===== config.mk =====
export PLATFORM = sky130hd
export DESIGN_NAME = id_rob_tracker_flat
export DESIGN_NICKNAME = d
export VERILOG_FILES = /design/src/rtl/id_rob_tracker_pkg.sv /design/src/rtl/id_rob_if.sv /design/src/rtl/id_rob_retire_select.sv /design/src/rtl/id_rob_tracker.sv /design/src/flat_wrapper.sv
export SDC_FILE = /design/constraint.sdc
export NUM_CORES = 1
export LEC_CHECK = 0
export ABC_AREA = 0
export CAP_MARGIN = 20
export CORE_AREA = 2 2 143 145
export CTS_CLUSTER_SIZE = 20
export DETAILED_ROUTE_END_ITERATION = 16
export DIE_AREA = 0 0 145 147
export SETUP_SLACK_MARGIN = 0.2
export SYNTH_ARGS = -nofsm -noshare
export SYNTH_HDL_FRONTEND = slang
export SYNTH_SLANG_ARGS = --single-unit
export TNS_END_PERCENT = 5

===== constraint.sdc =====
create_clock -name clk -period 4.35 [get_ports clk]
set_clock_uncertainty 0.1 [all_clocks]
set_input_delay 0.435 -clock clk [delete_from_list [all_inputs] [get_ports clk]]
set_output_delay 0.435 -clock clk [all_outputs]
set_load 0.03 [all_outputs]

===== src/rtl/id_rob_tracker_pkg.sv =====
// Shared types and helpers for the in-order ID tracker.
package id_rob_tracker_pkg;

    localparam int DEF_LOG2_IDS      = 3;
    localparam int DEF_RETIRE_PORTS  = 2;
    localparam int DEF_WB_PORTS      = 2;
    localparam int DEF_MAX_RD_RETIRE = 1;
    localparam int DEF_PHYS_W        = 6;

    // Wide enough for any supported ID width; callers zero-extend and mask.
    localparam int AGE_W = 8;

    // Age of an ID relative to the head, modulo the ID space given by mask.
    function automatic logic [AGE_W-1:0] id_age(input logic [AGE_W-1:0] id,
                                                input logic [AGE_W-1:0] head,
                                                input logic [AGE_W-1:0] mask);
        return (id - head) & mask;
    endfunction

endpackage


===== src/rtl/id_rob_if.sv =====
// Issue / writeback / retire bundle between the pipeline and the ID tracker.
interface id_rob_if
    import id_rob_tracker_pkg::*;
#(
    parameter int LOG2_IDS      = DEF_LOG2_IDS,
    parameter int RETIRE_PORTS  = DEF_RETIRE_PORTS,
    parameter int WB_PORTS      = DEF_WB_PORTS,
    parameter int MAX_RD_RETIRE = DEF_MAX_RD_RETIRE,
    parameter int PHYS_W        = DEF_PHYS_W
);
    localparam int CNT_W = $clog2(RETIRE_PORTS + 1);

    logic                              issue_valid;
    logic                              issue_ready;
    logic [LOG2_IDS-1:0]               issue_id;
    logic                              issue_uses_rd;
    logic [PHYS_W-1:0]                 issue_phys_rd;
    logic                              issue_multicycle;
    logic [WB_PORTS-1:0]               wb_valid;
    logic [WB_PORTS*LOG2_IDS-1:0]      wb_id;
    logic                              retire_hold;
    logic                              exception_pending;
    logic                              squash_valid;
    logic [LOG2_IDS-1:0]               squash_id;
    logic [RETIRE_PORTS-1:0]           retire_port_valid;
    logic [RETIRE_PORTS*LOG2_IDS-1:0]  retire_ids;
    logic [CNT_W-1:0]                  retire_count;
    logic [MAX_RD_RETIRE-1:0]          retire_rd_valid;
    logic [MAX_RD_RETIRE*PHYS_W-1:0]   retire_phys_rd;
    logic [LOG2_IDS:0]                 inflight_count;

    modport master (
        output issue_valid, issue_uses_rd, issue_phys_rd, issue_multicycle,
        output wb_valid, wb_id, retire_hold, exception_pending, squash_valid, squash_id,
        input  issue_ready, issue_id, retire_port_valid, retire_ids, retire_count,
        input  retire_rd_valid, retire_phys_rd, inflight_count
    );

    modport slave (
        input  issue_valid, issue_uses_rd, issue_phys_rd, issue_multicycle,
        input  wb_valid, wb_id, retire_hold, exception_pending, squash_valid, squash_id,
        output issue_ready, issue_id, retire_port_valid, retire_ids, retire_count,
        output retire_rd_valid, retire_phys_rd, inflight_count
    );

endinterface


===== src/rtl/id_rob_retire_select.sv =====
// Contiguous retire selector: takes eligible candidates in age order, stopping
// at the first one that is not eligible or would exceed the rd-write budget.
module id_rob_retire_select #(
    parameter int RETIRE_PORTS  = 2,
    parameter int MAX_RD_RETIRE = 1,
    parameter int IDX_W         = 1
) (
    input  logic [RETIRE_PORTS-1:0]         eligible,
    input  logic [RETIRE_PORTS-1:0]         uses_rd,
    output logic [RETIRE_PORTS-1:0]         port_valid,
    output logic [MAX_RD_RETIRE-1:0]        slot_valid,
    output logic [MAX_RD_RETIRE*IDX_W-1:0]  slot_idx
);

    int   rd_cnt;
    logic run;

    always_comb begin
        port_valid = '0;
        slot_valid = '0;
        slot_idx   = '0;
        rd_cnt     = 0;
        run        = 1'b1;
        for (int i = 0; i < RETIRE_PORTS; i++) begin
            if (run && eligible[i] && (!uses_rd[i] || rd_cnt < MAX_RD_RETIRE)) begin
                port_valid[i] = 1'b1;
                if (uses_rd[i]) begin
                    for (int k = 0; k < MAX_RD_RETIRE; k++) begin
                        if (k == rd_cnt) begin
                            slot_valid[k]                = 1'b1;
                            slot_idx[k*IDX_W +: IDX_W]   = IDX_W'(i);
                        end
                    end
                    rd_cnt = rd_cnt + 1;
                end
            end else begin
                run = 1'b0;
            end
        end
    end

endmodule


===== src/rtl/id_rob_tracker.sv =====
// In-order instruction-ID tracker: allocates at issue, marks completion from
// writeback ports, retires contiguous done IDs and supports younger-ID squash.
module id_rob_tracker
    import id_rob_tracker_pkg::*;
#(
    parameter int LOG2_IDS      = DEF_LOG2_IDS,
    parameter int RETIRE_PORTS  = DEF_RETIRE_PORTS,
    parameter int WB_PORTS      = DEF_WB_PORTS,
    parameter int MAX_RD_RETIRE = DEF_MAX_RD_RETIRE,
    parameter int PHYS_W        = DEF_PHYS_W
) (
    input  logic     clk,
    input  logic     rst_n,
    id_rob_if.slave  bus
);

    localparam int NUM_IDS = 2 ** LOG2_IDS;
    localparam int PTR_W   = LOG2_IDS + 1;
    localparam int CNT_W   = $clog2(RETIRE_PORTS + 1);
    localparam int IDX_W   = (RETIRE_PORTS > 1) ? $clog2(RETIRE_PORTS) : 1;

    logic [PTR_W-1:0]   head_q, head_d, tail_q, tail_d, count;
    logic [NUM_IDS-1:0] done_q, done_d, uses_rd_q, uses_rd_d;
    logic [PHYS_W-1:0]  phys_ram [NUM_IDS];
    logic               full, issue_fire;
    logic [LOG2_IDS-1:0] tail_idx;

    logic [RETIRE_PORTS-1:0]           port_valid_q, port_valid_d;
    logic [RETIRE_PORTS*LOG2_IDS-1:0]  ids_q, ids_d;
    logic [CNT_W-1:0]                  count_q, count_d, sel_count;
    logic [MAX_RD_RETIRE-1:0]          rd_valid_q, rd_valid_d;
    logic [MAX_RD_RETIRE*PHYS_W-1:0]   phys_q, phys_d;
    logic [PTR_W-1:0]                  inflight_q, inflight_d;

    assign count      = tail_q - head_q;
    assign full       = (count == PTR_W'(NUM_IDS));
    assign tail_idx   = tail_q[LOG2_IDS-1:0];
    assign issue_fire = bus.issue_valid & bus.issue_ready;

    assign bus.issue_ready = ~full & ~bus.squash_valid;
    assign bus.issue_id    = tail_idx;

    logic [LOG2_IDS-1:0]      cand_idx  [RETIRE_PORTS];
    logic [PHYS_W-1:0]        cand_phys [RETIRE_PORTS];
    logic [RETIRE_PORTS-1:0]  cand_eligible, cand_uses_rd, port_valid;
    logic [MAX_RD_RETIRE-1:0] slot_valid;
    logic [MAX_RD_RETIRE*IDX_W-1:0] slot_idx;

    // Candidate i is the ID at head+i; contiguity is enforced by the selector.
    generate
        for (genvar gi = 0; gi < RETIRE_PORTS; gi++) begin : g_cand
            assign cand_idx[gi]      = head_q[LOG2_IDS-1:0] + LOG2_IDS'(gi);
            assign cand_eligible[gi] = (PTR_W'(gi) < count) & done_q[cand_idx[gi]] &
                                       ~bus.retire_hold & (~bus.exception_pending | (gi == 0));
            assign cand_uses_rd[gi]  = uses_rd_q[cand_idx[gi]];
            assign cand_phys[gi]     = phys_ram[cand_idx[gi]];
        end
    endgenerate

    id_rob_retire_select #(
        .RETIRE_PORTS  (RETIRE_PORTS),
        .MAX_RD_RETIRE (MAX_RD_RETIRE),
        .IDX_W         (IDX_W)
    ) u_select (
        .eligible   (cand_eligible),
        .uses_rd    (cand_uses_rd),
        .port_valid (port_valid),
        .slot_valid (slot_valid),
        .slot_idx   (slot_idx)
    );

    always_comb begin
        sel_count = '0;
        for (int i = 0; i < RETIRE_PORTS; i++) begin
            sel_count = sel_count + CNT_W'(port_valid[i]);
        end
    end

    // Issue is written after writeback so a same-index issue overrides a stale wb.
    always_comb begin
        head_d    = head_q + PTR_W'(sel_count);
        tail_d    = tail_q;
        done_d    = done_q;
        uses_rd_d = uses_rd_q;
        for (int w = 0; w < WB_PORTS; w++) begin
            if (bus.wb_valid[w]) begin
                done_d[bus.wb_id[w*LOG2_IDS +: LOG2_IDS]] = 1'b1;
            end
        end
        if (issue_fire) begin
            done_d[tail_idx]    = ~bus.issue_multicycle;
            uses_rd_d[tail_idx] = bus.issue_uses_rd;
            tail_d              = tail_q + PTR_W'(1);
        end
        if (bus.squash_valid) begin
            tail_d = head_q + PTR_W'(id_age(AGE_W'(bus.squash_id), AGE_W'(head_q[LOG2_IDS-1:0]),
                                            AGE_W'(NUM_IDS - 1))) + PTR_W'(1);
        end
    end

    always_comb begin
        port_valid_d = port_valid;
        count_d      = sel_count;
        rd_valid_d   = slot_valid;
        ids_d        = '0;
        phys_d       = '0;
        for (int i = 0; i < RETIRE_PORTS; i++) begin
            if (port_valid[i]) begin
                ids_d[i*LOG2_IDS +: LOG2_IDS] = cand_idx[i];
            end
        end
        for (int k = 0; k < MAX_RD_RETIRE; k++) begin
            if (slot_valid[k]) begin
                phys_d[k*PHYS_W +: PHYS_W] = cand_phys[slot_idx[k*IDX_W +: IDX_W]];
            end
        end
        inflight_d = tail_d - head_d;
    end

    always_ff @(posedge clk or negedge rst_n) begin
        if (!rst_n) begin
            head_q       <= '0;
            tail_q       <= '0;
            done_q       <= '0;
            uses_rd_q    <= '0;
            port_valid_q <= '0;
            ids_q        <= '0;
            count_q      <= '0;
            rd_valid_q   <= '0;
            phys_q       <= '0;
            inflight_q   <= '0;
        end else begin
            head_q       <= head_d;
            tail_q       <= tail_d;
            done_q       <= done_d;
            uses_rd_q    <= uses_rd_d;
            port_valid_q <= port_valid_d;
            ids_q        <= ids_d;
            count_q      <= count_d;
            rd_valid_q   <= rd_valid_d;
            phys_q       <= phys_d;
            inflight_q   <= inflight_d;
        end
    end

    always_ff @(posedge clk) begin
        if (issue_fire) begin
            phys_ram[tail_idx] <= bus.issue_phys_rd;
        end
    end

    assign bus.retire_port_valid = port_valid_q;
    assign bus.retire_ids        = ids_q;
    assign bus.retire_count      = count_q;
    assign bus.retire_rd_valid   = rd_valid_q;
    assign bus.retire_phys_rd    = phys_q;
    assign bus.inflight_count    = inflight_q;

    a_squash_inflight: assert property (@(posedge clk) disable iff (!rst_n)
        bus.squash_valid |-> (count != '0));

    generate
        for (genvar gi = 0; gi < WB_PORTS; gi++) begin : g_wb_chk
            a_wb_inflight: assert property (@(posedge clk) disable iff (!rst_n)
                bus.wb_valid[gi] |-> (PTR_W'(id_age(AGE_W'(bus.wb_id[gi*LOG2_IDS +: LOG2_IDS]),
                                                   AGE_W'(head_q[LOG2_IDS-1:0]),
                                                   AGE_W'(NUM_IDS - 1))) < count));
        end
    endgenerate

endmodule


===== src/flat_wrapper.sv =====
// flat-port wrapper written by rule: the top's interface ports become plain ports
module id_rob_tracker_flat import id_rob_tracker_pkg::*;
#(
    parameter int LOG2_IDS      = DEF_LOG2_IDS,
    parameter int RETIRE_PORTS  = DEF_RETIRE_PORTS,
    parameter int WB_PORTS      = DEF_WB_PORTS,
    parameter int MAX_RD_RETIRE = DEF_MAX_RD_RETIRE,
    parameter int PHYS_W        = DEF_PHYS_W
)
  (clk, rst_n, bus_issue_valid, bus_issue_uses_rd, bus_issue_phys_rd, bus_issue_multicycle, bus_wb_valid, bus_wb_id, bus_retire_hold, bus_exception_pending, bus_squash_valid, bus_squash_id, bus_issue_ready, bus_issue_id, bus_retire_port_valid, bus_retire_ids, bus_retire_count, bus_retire_rd_valid, bus_retire_phys_rd, bus_inflight_count);
  id_rob_if #(.LOG2_IDS(LOG2_IDS), .RETIRE_PORTS(RETIRE_PORTS), .WB_PORTS(WB_PORTS), .MAX_RD_RETIRE(MAX_RD_RETIRE), .PHYS_W(PHYS_W)) bus_i ();
  input  logic clk;
  input  logic rst_n;
  input wire logic [$bits(bus_i.issue_valid)-1:0] bus_issue_valid;
  input wire logic [$bits(bus_i.issue_uses_rd)-1:0] bus_issue_uses_rd;
  input wire logic [$bits(bus_i.issue_phys_rd)-1:0] bus_issue_phys_rd;
  input wire logic [$bits(bus_i.issue_multicycle)-1:0] bus_issue_multicycle;
  input wire logic [$bits(bus_i.wb_valid)-1:0] bus_wb_valid;
  input wire logic [$bits(bus_i.wb_id)-1:0] bus_wb_id;
  input wire logic [$bits(bus_i.retire_hold)-1:0] bus_retire_hold;
  input wire logic [$bits(bus_i.exception_pending)-1:0] bus_exception_pending;
  input wire logic [$bits(bus_i.squash_valid)-1:0] bus_squash_valid;
  input wire logic [$bits(bus_i.squash_id)-1:0] bus_squash_id;
  output wire logic [$bits(bus_i.issue_ready)-1:0] bus_issue_ready;
  output wire logic [$bits(bus_i.issue_id)-1:0] bus_issue_id;
  output wire logic [$bits(bus_i.retire_port_valid)-1:0] bus_retire_port_valid;
  output wire logic [$bits(bus_i.retire_ids)-1:0] bus_retire_ids;
  output wire logic [$bits(bus_i.retire_count)-1:0] bus_retire_count;
  output wire logic [$bits(bus_i.retire_rd_valid)-1:0] bus_retire_rd_valid;
  output wire logic [$bits(bus_i.retire_phys_rd)-1:0] bus_retire_phys_rd;
  output wire logic [$bits(bus_i.inflight_count)-1:0] bus_inflight_count;
  assign bus_i.issue_valid = bus_issue_valid;
  assign bus_i.issue_uses_rd = bus_issue_uses_rd;
  assign bus_i.issue_phys_rd = bus_issue_phys_rd;
  assign bus_i.issue_multicycle = bus_issue_multicycle;
  assign bus_i.wb_valid = bus_wb_valid;
  assign bus_i.wb_id = bus_wb_id;
  assign bus_i.retire_hold = bus_retire_hold;
  assign bus_i.exception_pending = bus_exception_pending;
  assign bus_i.squash_valid = bus_squash_valid;
  assign bus_i.squash_id = bus_squash_id;
  assign bus_issue_ready = bus_i.issue_ready;
  assign bus_issue_id = bus_i.issue_id;
  assign bus_retire_port_valid = bus_i.retire_port_valid;
  assign bus_retire_ids = bus_i.retire_ids;
  assign bus_retire_count = bus_i.retire_count;
  assign bus_retire_rd_valid = bus_i.retire_rd_valid;
  assign bus_retire_phys_rd = bus_i.retire_phys_rd;
  assign bus_inflight_count = bus_i.inflight_count;
  id_rob_tracker #(.LOG2_IDS(LOG2_IDS), .RETIRE_PORTS(RETIRE_PORTS), .WB_PORTS(WB_PORTS), .MAX_RD_RETIRE(MAX_RD_RETIRE), .PHYS_W(PHYS_W)) u_core (.clk(clk), .rst_n(rst_n), .bus(bus_i));
endmodule

Word-level counts from Yosys, hierarchy flattened
Memory sizes are Yosys's and may differ from the RTL's. Cells that the tools add are included.

Memories kept: 1. Input bits: 25. Logic and storage cells: 97. Memory bits (writable): 48. Output and inout port bits: 25. Bits in registers: 45.

Memory list: u_core.phys_ram (words 8, bits a word 6, read ports 2, clocked after memory_dff 0, write ports 1, line id_rob_tracker.sv:24) `logic [PHYS_W-1:0] phys_ram [NUM_IDS];`.

Order comparisons: 12. Add/sub/neg operators: 9. Reduce and logical (&&, ||, !) cells: 8. Bitwise gates (word level): 15. Eq/ne operators: 1. Mux-type cells: 41.

Operators by type and width (number): 32-bit logical NOT (1); 32-bit by 2-bit < comparator with 1-bit output, second input constant (1); 6-bit 2-to-1 mux (4); 8-bit 2-to-1 mux (3); 1-bit 2-to-1 mux (21); 3-bit by 4-bit < comparator with 1-bit output, second input constant (5); 8-bit bitwise mux (2); 8-bit bitwise OR (2); 1-bit binary-select mux with 3-bit select (4); 1-bit demux with 3-bit select (3); 3-bit by 1-bit greater-or-equal comparator with 1-bit output, second input constant (3); 4-bit by 1-bit adder with 4-bit output, second input constant (2); 1-bit by 4-bit < comparator with 1-bit output, first input constant (2); 4-bit 2-to-1 mux (2); 4-bit subtractor (2); 1-bit AND (7); 3-bit 2-to-1 mux (2); 1-bit logical AND (5); 1-bit NOT (5); 4-bit by 2-bit adder with 4-bit output (1); 4-bit by 3-bit adder with 4-bit output (1); 4-bit equality test, second input constant (1); 3-bit by 1-bit adder with 3-bit output, second input constant (1); 3-bit subtractor (1); other kinds (5) (5).

Depth between registers and ports, before layout
Depth after elaboration: 14. Gate-level depth with buffers: 19. Depth with buffers taken out: 19.

Modules after synthesis
From an unflattened synthesis, not the netlist that was laid out.

Cell total of the unflattened synthesis: 339. Area total of the unflattened synthesis: 4845.9 µm².

Modules (own cells, without submodules): id_rob_tracker (times used 1, area each 4805.9 µm², seq. area each 2567.5 µm², cells each 333); id_rob_retire_select (times used 1, area each 40.0 µm², seq. area each 0.0 µm², cells each 6).

Worst setup path after synthesis
OpenSTA, ideal clock, no wires.

Kind: register -> register. Start: register u_core.head_q[1]. End: register u_core.inflight_q[3], in the netlist u_core.bus.inflight_count[3]. Arrival: 4.327 ns. Buffers on the path: 2. Data required time: 4.173 ns. Setup time: 0.077 ns. Slack: -0.154 ns. Period minus slack after synthesis: 4.504 ns. Stages on the path, launching flop included: 20. Cells stage by stage: dfrtp_1 buf_6 buf_1 inv_1 fa_1 xnor2_1 and3b_1 a311oi_2 o21a_4 nand3_2 inv_2 ha_1 ha_1 inv_1 fa_1 ha_1 a21o_1 a21oi_1 xnor2_1 xnor2_2.

Cells in the longest elaborated chain, start to end: 12. Elaborated cells on any way between the ends: 38. Those cells by class: add/sub (8); order compare (3); eq/ne (1); mux (14); bitwise (8); reduce/logical (4).

Ends and longest elaborated chain: from (decl) (line id_rob_tracker.sv:22) `logic [PTR_W-1:0] head_q, head_d, tail_q, tail_d, count;`; from (signal assigned) (line id_rob_tracker.sv:122) `head_q <= '0;`; from (signal assigned) (line id_rob_tracker.sv:133) `head_q <= head_d;`; 4-bit subtractor or 1-bit binary-select mux with 3-bit select (tied branches) (line id_rob_tracker.sv:35, id_rob_tracker.sv:53); 1-bit by 4-bit < comparator with 1-bit output or 1-bit 2-to-1 mux (tied branches) (line id_rob_tracker.sv:53) `assign cand_eligible[gi] = (PTR_W'(gi) < count) & done_q[cand_idx[gi]] &`; 1-bit AND (*) (2 in a row) (line id_rob_tracker.sv:53); via u_core.cand_eligible[0] (line id_rob_tracker.sv:45) `logic [RETIRE_PORTS-1:0] cand_eligible, cand_uses_rd, port_valid;`; 1-bit 2-to-1 mux (line id_rob_retire_select.sv:25) `if (run && eligible[i] && (!uses_rd[i] || rd_cnt < MAX_RD_RETIRE)) begin`; 32-bit by 2-bit < comparator with 1-bit output (line id_rob_retire_select.sv:25); 1-bit logical OR (line id_rob_retire_select.sv:25); 1-bit logical AND (*) (line id_rob_retire_select.sv:25); 1-bit 2-to-1 mux (*) (line id_rob_retire_select.sv:25); via u_core.port_valid[1] (line id_rob_tracker.sv:45); 1-bit by 1-bit adder with 2-bit output (*) (line id_rob_tracker.sv:75) `sel_count = sel_count + CNT_W'(port_valid[i]);`; via u_core.count_d[0] (line id_rob_tracker.sv:30) `logic [CNT_W-1:0] count_q, count_d, sel_count;`; 4-bit by 2-bit adder with 4-bit output (*) (line id_rob_tracker.sv:81) `head_d = head_q + PTR_W'(sel_count);`; 4-bit subtractor (*) (line id_rob_tracker.sv:117) `inflight_d = tail_d - head_d;`; via u_core.inflight_d[3] (line id_rob_tracker.sv:33) `logic [PTR_W-1:0] inflight_q, inflight_d;`; to (signal assigned) (line id_rob_tracker.sv:142) `inflight_q <= inflight_d;`; to (decl) (line id_rob_tracker.sv:33).

The timed path passes the listed nets; every way through them passes the cells marked *. The select of a mux whose other input is x is not followed. A chain may end at the register's enable or synchronous reset.

Worst setup path in the final report
Start: register u_core.tail_q[0]. End: register u_core.inflight_q[3], in the netlist u_core.bus.inflight_count[3].

Cells in the longest elaborated chain, start to end: 12. Elaborated cells on any way between the ends: 25. Those cells by class: add/sub (5); order compare (3); eq/ne (1); mux (5); bitwise (8); reduce/logical (3).

Ends and longest elaborated chain: from (decl) (line id_rob_tracker.sv:22); from (signal assigned) (line id_rob_tracker.sv:134) `tail_q <= tail_d;`; 4-bit subtractor (*) (line id_rob_tracker.sv:35) `assign count = tail_q - head_q;`; 1-bit by 4-bit < comparator with 1-bit output (*) (line id_rob_tracker.sv:53); 1-bit AND (*) (2 in a row) (line id_rob_tracker.sv:53); via u_core.cand_eligible[0] (line id_rob_tracker.sv:45); 1-bit 2-to-1 mux (line id_rob_retire_select.sv:25); 32-bit by 2-bit < comparator with 1-bit output (line id_rob_retire_select.sv:25); 1-bit logical OR (line id_rob_retire_select.sv:25); 1-bit logical AND (*) (line id_rob_retire_select.sv:25); 1-bit 2-to-1 mux (*) (line id_rob_retire_select.sv:25); via u_core.port_valid[1] (line id_rob_tracker.sv:45); 1-bit by 1-bit adder with 2-bit output (*) (line id_rob_tracker.sv:75); via u_core.count_d[0] (line id_rob_tracker.sv:30); 4-bit by 2-bit adder with 4-bit output (*) (line id_rob_tracker.sv:81); 4-bit subtractor (*) (line id_rob_tracker.sv:117); via u_core.inflight_d[3] (line id_rob_tracker.sv:33).

The timed path passes the listed nets; every way through them passes the cells marked *.

==> impl_summary.md <==
Status
The run finished, with violations left. The checks that failed: hold timing.

Setup path
The worst register-to-register path begins at u_core.tail_q[0]. The endpoint required time on the critical path is 4.48 ns. In this run the worst path has a maximum fanout of 3. The worst setup path is captured at a flip-flop. The data arrival time of the critical path is 4.11 ns. The kind of start point of the critical path is a flip-flop. In this run the critical register-to-register path is captured at u_core.bus.inflight_count[3]. The cell depth of the worst flop-to-flop path is 18.

The setup path with the least slack is of type reg2reg. In this run the register-to-register setup slack is 0.37 ns.

Routing
Once detail routing completed, the nets flagged for antenna violations numbered 0. After detailed routing, the total wire length is 11800 microns. In this run, the number of DRC markers left after iteration 0 of detailed routing was 319. The per-cell via count in the routed design is 4.56. The via count is 3178. Before antenna repair, the detailed router went through 4 iterations. Dividing the detail-routed wire length by the instance count gives 17.0 microns.

For this run, design rule violations remaining after detail routing come to 0.

Synthesis
Averaged over all synthesized cells, the footprint is 13.6 sq um. The count of flip-flops with a built-in enable after synthesis is 48. The count of unique library cells instantiated by Yosys is 52.

The number of nets handed over by synthesis was 404. After synthesis the netlist holds a flip-flop and latch count of 93. After synthesis, the share of flip-flops with an asynchronous set or reset is 48.4%. The cell taking the most area after synthesis is sky130_fd_sc_hd__edfxtp_1. In the synthesized netlist, the number of instances is 359.

For this run, the leading register cell type out of synthesis is sky130_fd_sc_hd__edfxtp_1. The proportion of netlist area held by the largest area contributor is 29.6%. By area the synthesized netlist is led by sky130_fd_sc_hd__edfxtp_1 (30%), sky130_fd_sc_hd__dfrtp_1 (23%), sky130_fd_sc_hd__mux4_2 (8.3%), sky130_fd_sc_hd__mux2i_1 (6.2%), sky130_fd_sc_hd__mux2_2 (4.4%). The number of warnings issued by yosys is 0. Summing the sequential cell areas from Yosys gives 52.7% of the chip area. The netlist area before placement is 0.00487 sq mm.

STA
The final critical path time including I/O delays and setup is 3.98 ns. The final period utilization is 91.4%. The final hold violation count is 21. Final hold analysis gives a worst-case slack of -0.0419 ns.

For the pin with the worst max-slew slack, the measured transition is 0.594 ns. Derived from the worst setup path, the maximum achievable clock frequency is 251 MHz. The number of max-slew violations in the final report is 0.

Setup repair after global routing left no endpoint under its margin. The worst relative slew slack is 60.4%. The setup TNS is 0 ns. Setup violations remaining at the end of the flow were counted as 0.

Floorplanning
The die is 145 microns wide. The count of boundary I/O pins is 50. The starting density of the core is 24.6%. The core region is 0.0198 sq mm. The number of cell rows is 52. The floorplan step defined a die boundary enclosing 0.0213 sq mm. The floorplan step set the die height to 147 microns.

GRT
For this run, global-route usage on met1 was measured as 15.5%. The number of antenna violations at the first check in global routing is 0. Entering global routing, the biggest net connects 46 pins. met2 is the most crowded layer.

In the global route stage, overall resource usage came out at 11.6%. For this run the aggregate overflow at the end of global routing stands at 0. The first global-routing pass estimated 19200 microns of wire.

For met3 alone, demand over resource in global routing was 2.76%. The via count of the first global-routing pass was 3310. Global routing used 18.4% of the available met2 tracks.

Worst hold path
The class of the tightest hold or removal check is in2async.

Placed design
The HPWL after detailed placement is 8600 microns. The global placement routability congestion is 0.807. Input and output buffers added on the ports amount to 49.

Clock tree
The clock passes through at most 2 buffers. The number of sinks driven by the clock tree is 93. The clock reaches the later pin of the worst-skew pair after 0.34 ns. The clock tree synthesis step divided the H-tree into 3 levels. In this run, post-CTS hold repair placed 0 buffers. The cell chosen for the clock root is sky130_fd_sc_hd__clkbuf_16. Clock-pin slew was measured on the worst setup and hold paths at 0.07 ns.

The clock tree from TritonCTS is built. Counting the buffers created by CTS gives 9.

Power
After layout, the design draws a total of 0.00526 W. The worst-case IR drop observed on VDD is 0.291 mV. The power density over the cells is 862 mW/mm^2.

The leakage power of the design is 2.40 nW.

Cells and area
The antenna diode count is 0. The post-route netlist has 22.5% of its cells at a drive strength greater than 1. Compared with the post-synthesis result, the final layout area differs by 25.2%. After filler insertion, the fill cell instance count of the layout stands at 1962. The library cells used most frequently in the layout, excluding fill and tap cells, are sky130_fd_sc_hd__clkdlybuf4s50_1 (48), sky130_fd_sc_hd__edfxtp_1 (48), sky130_fd_sc_hd__dfrtp_1 (45). In the final design database the tool counted 467 nets.

Flow run
The number of violations of the max-capacitance limit is 0.
flip-flops by register name, summed over array words and instances, names as in the netlist:
name,count
u_core.done_q,8
u_core.uses_rd_q,8
u_core.bus.retire_port_valid,2
u_core.phys_ram,48
u_core.bus.retire_rd_valid,1
u_core.bus.retire_count,2
u_core.bus.retire_ids,6
u_core.bus.retire_phys_rd,6
u_core.head_q,4
u_core.bus.inflight_count,4
u_core.tail_q,4
area by class of cell:
type	count	area [sq um]	area share (%)
sequential	93	2570	42.1
multi-input combinational	227	2180	35.8
timing repair buffer	67	633	10.4
tap	270	338	5.54
clock buffer	10	239	3.92
inverter	24	92.6	1.52
clock inverter	6	45.0	0.738
critical path, cell delays in order (launching register included):
cell	delay, ns
sky130_fd_sc_hd__dfrtp_1	0.38
sky130_fd_sc_hd__inv_2	0.09
sky130_fd_sc_hd__ha_4	0.14
sky130_fd_sc_hd__inv_1	0.05
sky130_fd_sc_hd__fa_2	0.53
sky130_fd_sc_hd__and3b_1	0.20
sky130_fd_sc_hd__a311oi_2	0.25
sky130_fd_sc_hd__o21a_4	0.18
sky130_fd_sc_hd__nand3_2	0.08
sky130_fd_sc_hd__inv_2	0.09
sky130_fd_sc_hd__ha_4	0.20
sky130_fd_sc_hd__ha_2	0.17
sky130_fd_sc_hd__inv_2	0.05
sky130_fd_sc_hd__fa_2	0.46
sky130_fd_sc_hd__ha_1	0.31
sky130_fd_sc_hd__a21o_1	0.17
sky130_fd_sc_hd__a21oi_2	0.18
sky130_fd_sc_hd__xnor2_2	0.10
sky130_fd_sc_hd__xnor2_2	0.13
cell families after synthesis:
family                     after synthesis  share of synthesized area (%)
buffers and inverters                   39                           3.72
muxes                                   69                           19.4
and+or+nand+nor                         73                           7.96
adders and majority gates               20                           5.91
xor gates and xnor gates                15                           3.00
DFF                                     93                           52.7
AOI/OAI and AO/OA                       50                           7.32
Yosys cell counts, types with 2 or more instances:
cell / count
sky130_fd_sc_hd__edfxtp_1: 48
sky130_fd_sc_hd__dfrtp_1: 45
sky130_fd_sc_hd__mux2i_1: 30
sky130_fd_sc_hd__inv_1: 21
sky130_fd_sc_hd__nand2_1: 21
sky130_fd_sc_hd__mux2_2: 19
sky130_fd_sc_hd__mux4_2: 18
sky130_fd_sc_hd__o22ai_1: 18
sky130_fd_sc_hd__ha_1: 15
sky130_fd_sc_hd__nor2_1: 15
sky130_fd_sc_hd__a21oi_1: 8
sky130_fd_sc_hd__nor3_1: 8
sky130_fd_sc_hd__buf_2: 7
sky130_fd_sc_hd__xor2_1: 7
sky130_fd_sc_hd__a221o_1: 6
sky130_fd_sc_hd__nand2b_1: 6
sky130_fd_sc_hd__xnor2_1: 6
sky130_fd_sc_hd__fa_1: 5
sky130_fd_sc_hd__o21ai_0: 5
sky130_fd_sc_hd__and2_1: 4
sky130_fd_sc_hd__and3b_1: 3
sky130_fd_sc_hd__buf_4: 3
sky130_fd_sc_hd__inv_2: 3
sky130_fd_sc_hd__nor3b_1: 3
sky130_fd_sc_hd__a21boi_0: 2
sky130_fd_sc_hd__a21o_1: 2
sky130_fd_sc_hd__buf_1: 2
sky130_fd_sc_hd__buf_6: 2
sky130_fd_sc_hd__nand3_1: 2
sky130_fd_sc_hd__nand3b_1: 2
sky130_fd_sc_hd__nor2b_1: 2
timing repair:
action / CTS / global route
endpoints found under the setup margin: 1 / 1
hold endpoints to repair: 0 / 0
pin swaps: 0 / 4
gates resized for setup: 1 / 8
setup buffers: 2 / 3
worst max-delay path by stage:
stage / cells past startpoint / slack, ns / startpoint / to
finish: 18 / 0.37 / u_core.tail_q[0] / u_core.bus.inflight_count[3]
global route: 18 / 0.21 / u_core.tail_q[0] / u_core.bus.inflight_count[3]
CTS: 18 / 0.21 / u_core.tail_q[0] / u_core.bus.inflight_count[3]
detailed placement: 18 / 0.13 / u_core.tail_q[0] / u_core.bus.inflight_count[3]
global placement: 18 / 0.22 / u_core.tail_q[0] / u_core.bus.inflight_count[3]
floorplan: 18 / 0.21 / u_core.head_q[1] / u_core.bus.inflight_count[3]
where the power goes:
part	switching, W	internal, W
clock	0.000343	0.000407
sequential	0.000151	0.00117
combinational	0.00166	0.00153
routing by layer:
metal | vias up | part of all wire, %
met5 | - | 0
met4 | 0 | 1.4
met3 | 10 | 5.8
met2 | 85 | 48
met1 | 1616 | 45
li1 | 1467 | -
per-stage QoR:
stage | instance area [sq um] | std cells | utilization [%] | hold slack, ns | setup WS (ns)
after floorplan | 4920 | 359 | - | 0.0394 | 0.211
after global placement | 5730 | 675 | 28.9 | 0.404 | 0.218
after detailed placement | 5730 | 675 | 28.9 | 0.420 | 0.127
after CTS | 6030 | 693 | 30.4 | 0.225 | 0.208
after global routing | 6100 | 697 | 30.7 | 0.00452 | 0.208
final | 6100 | 697 | 30.7 | -0.0419 | 0.372
No activity file was read; power rests on OpenSTA's default activity.
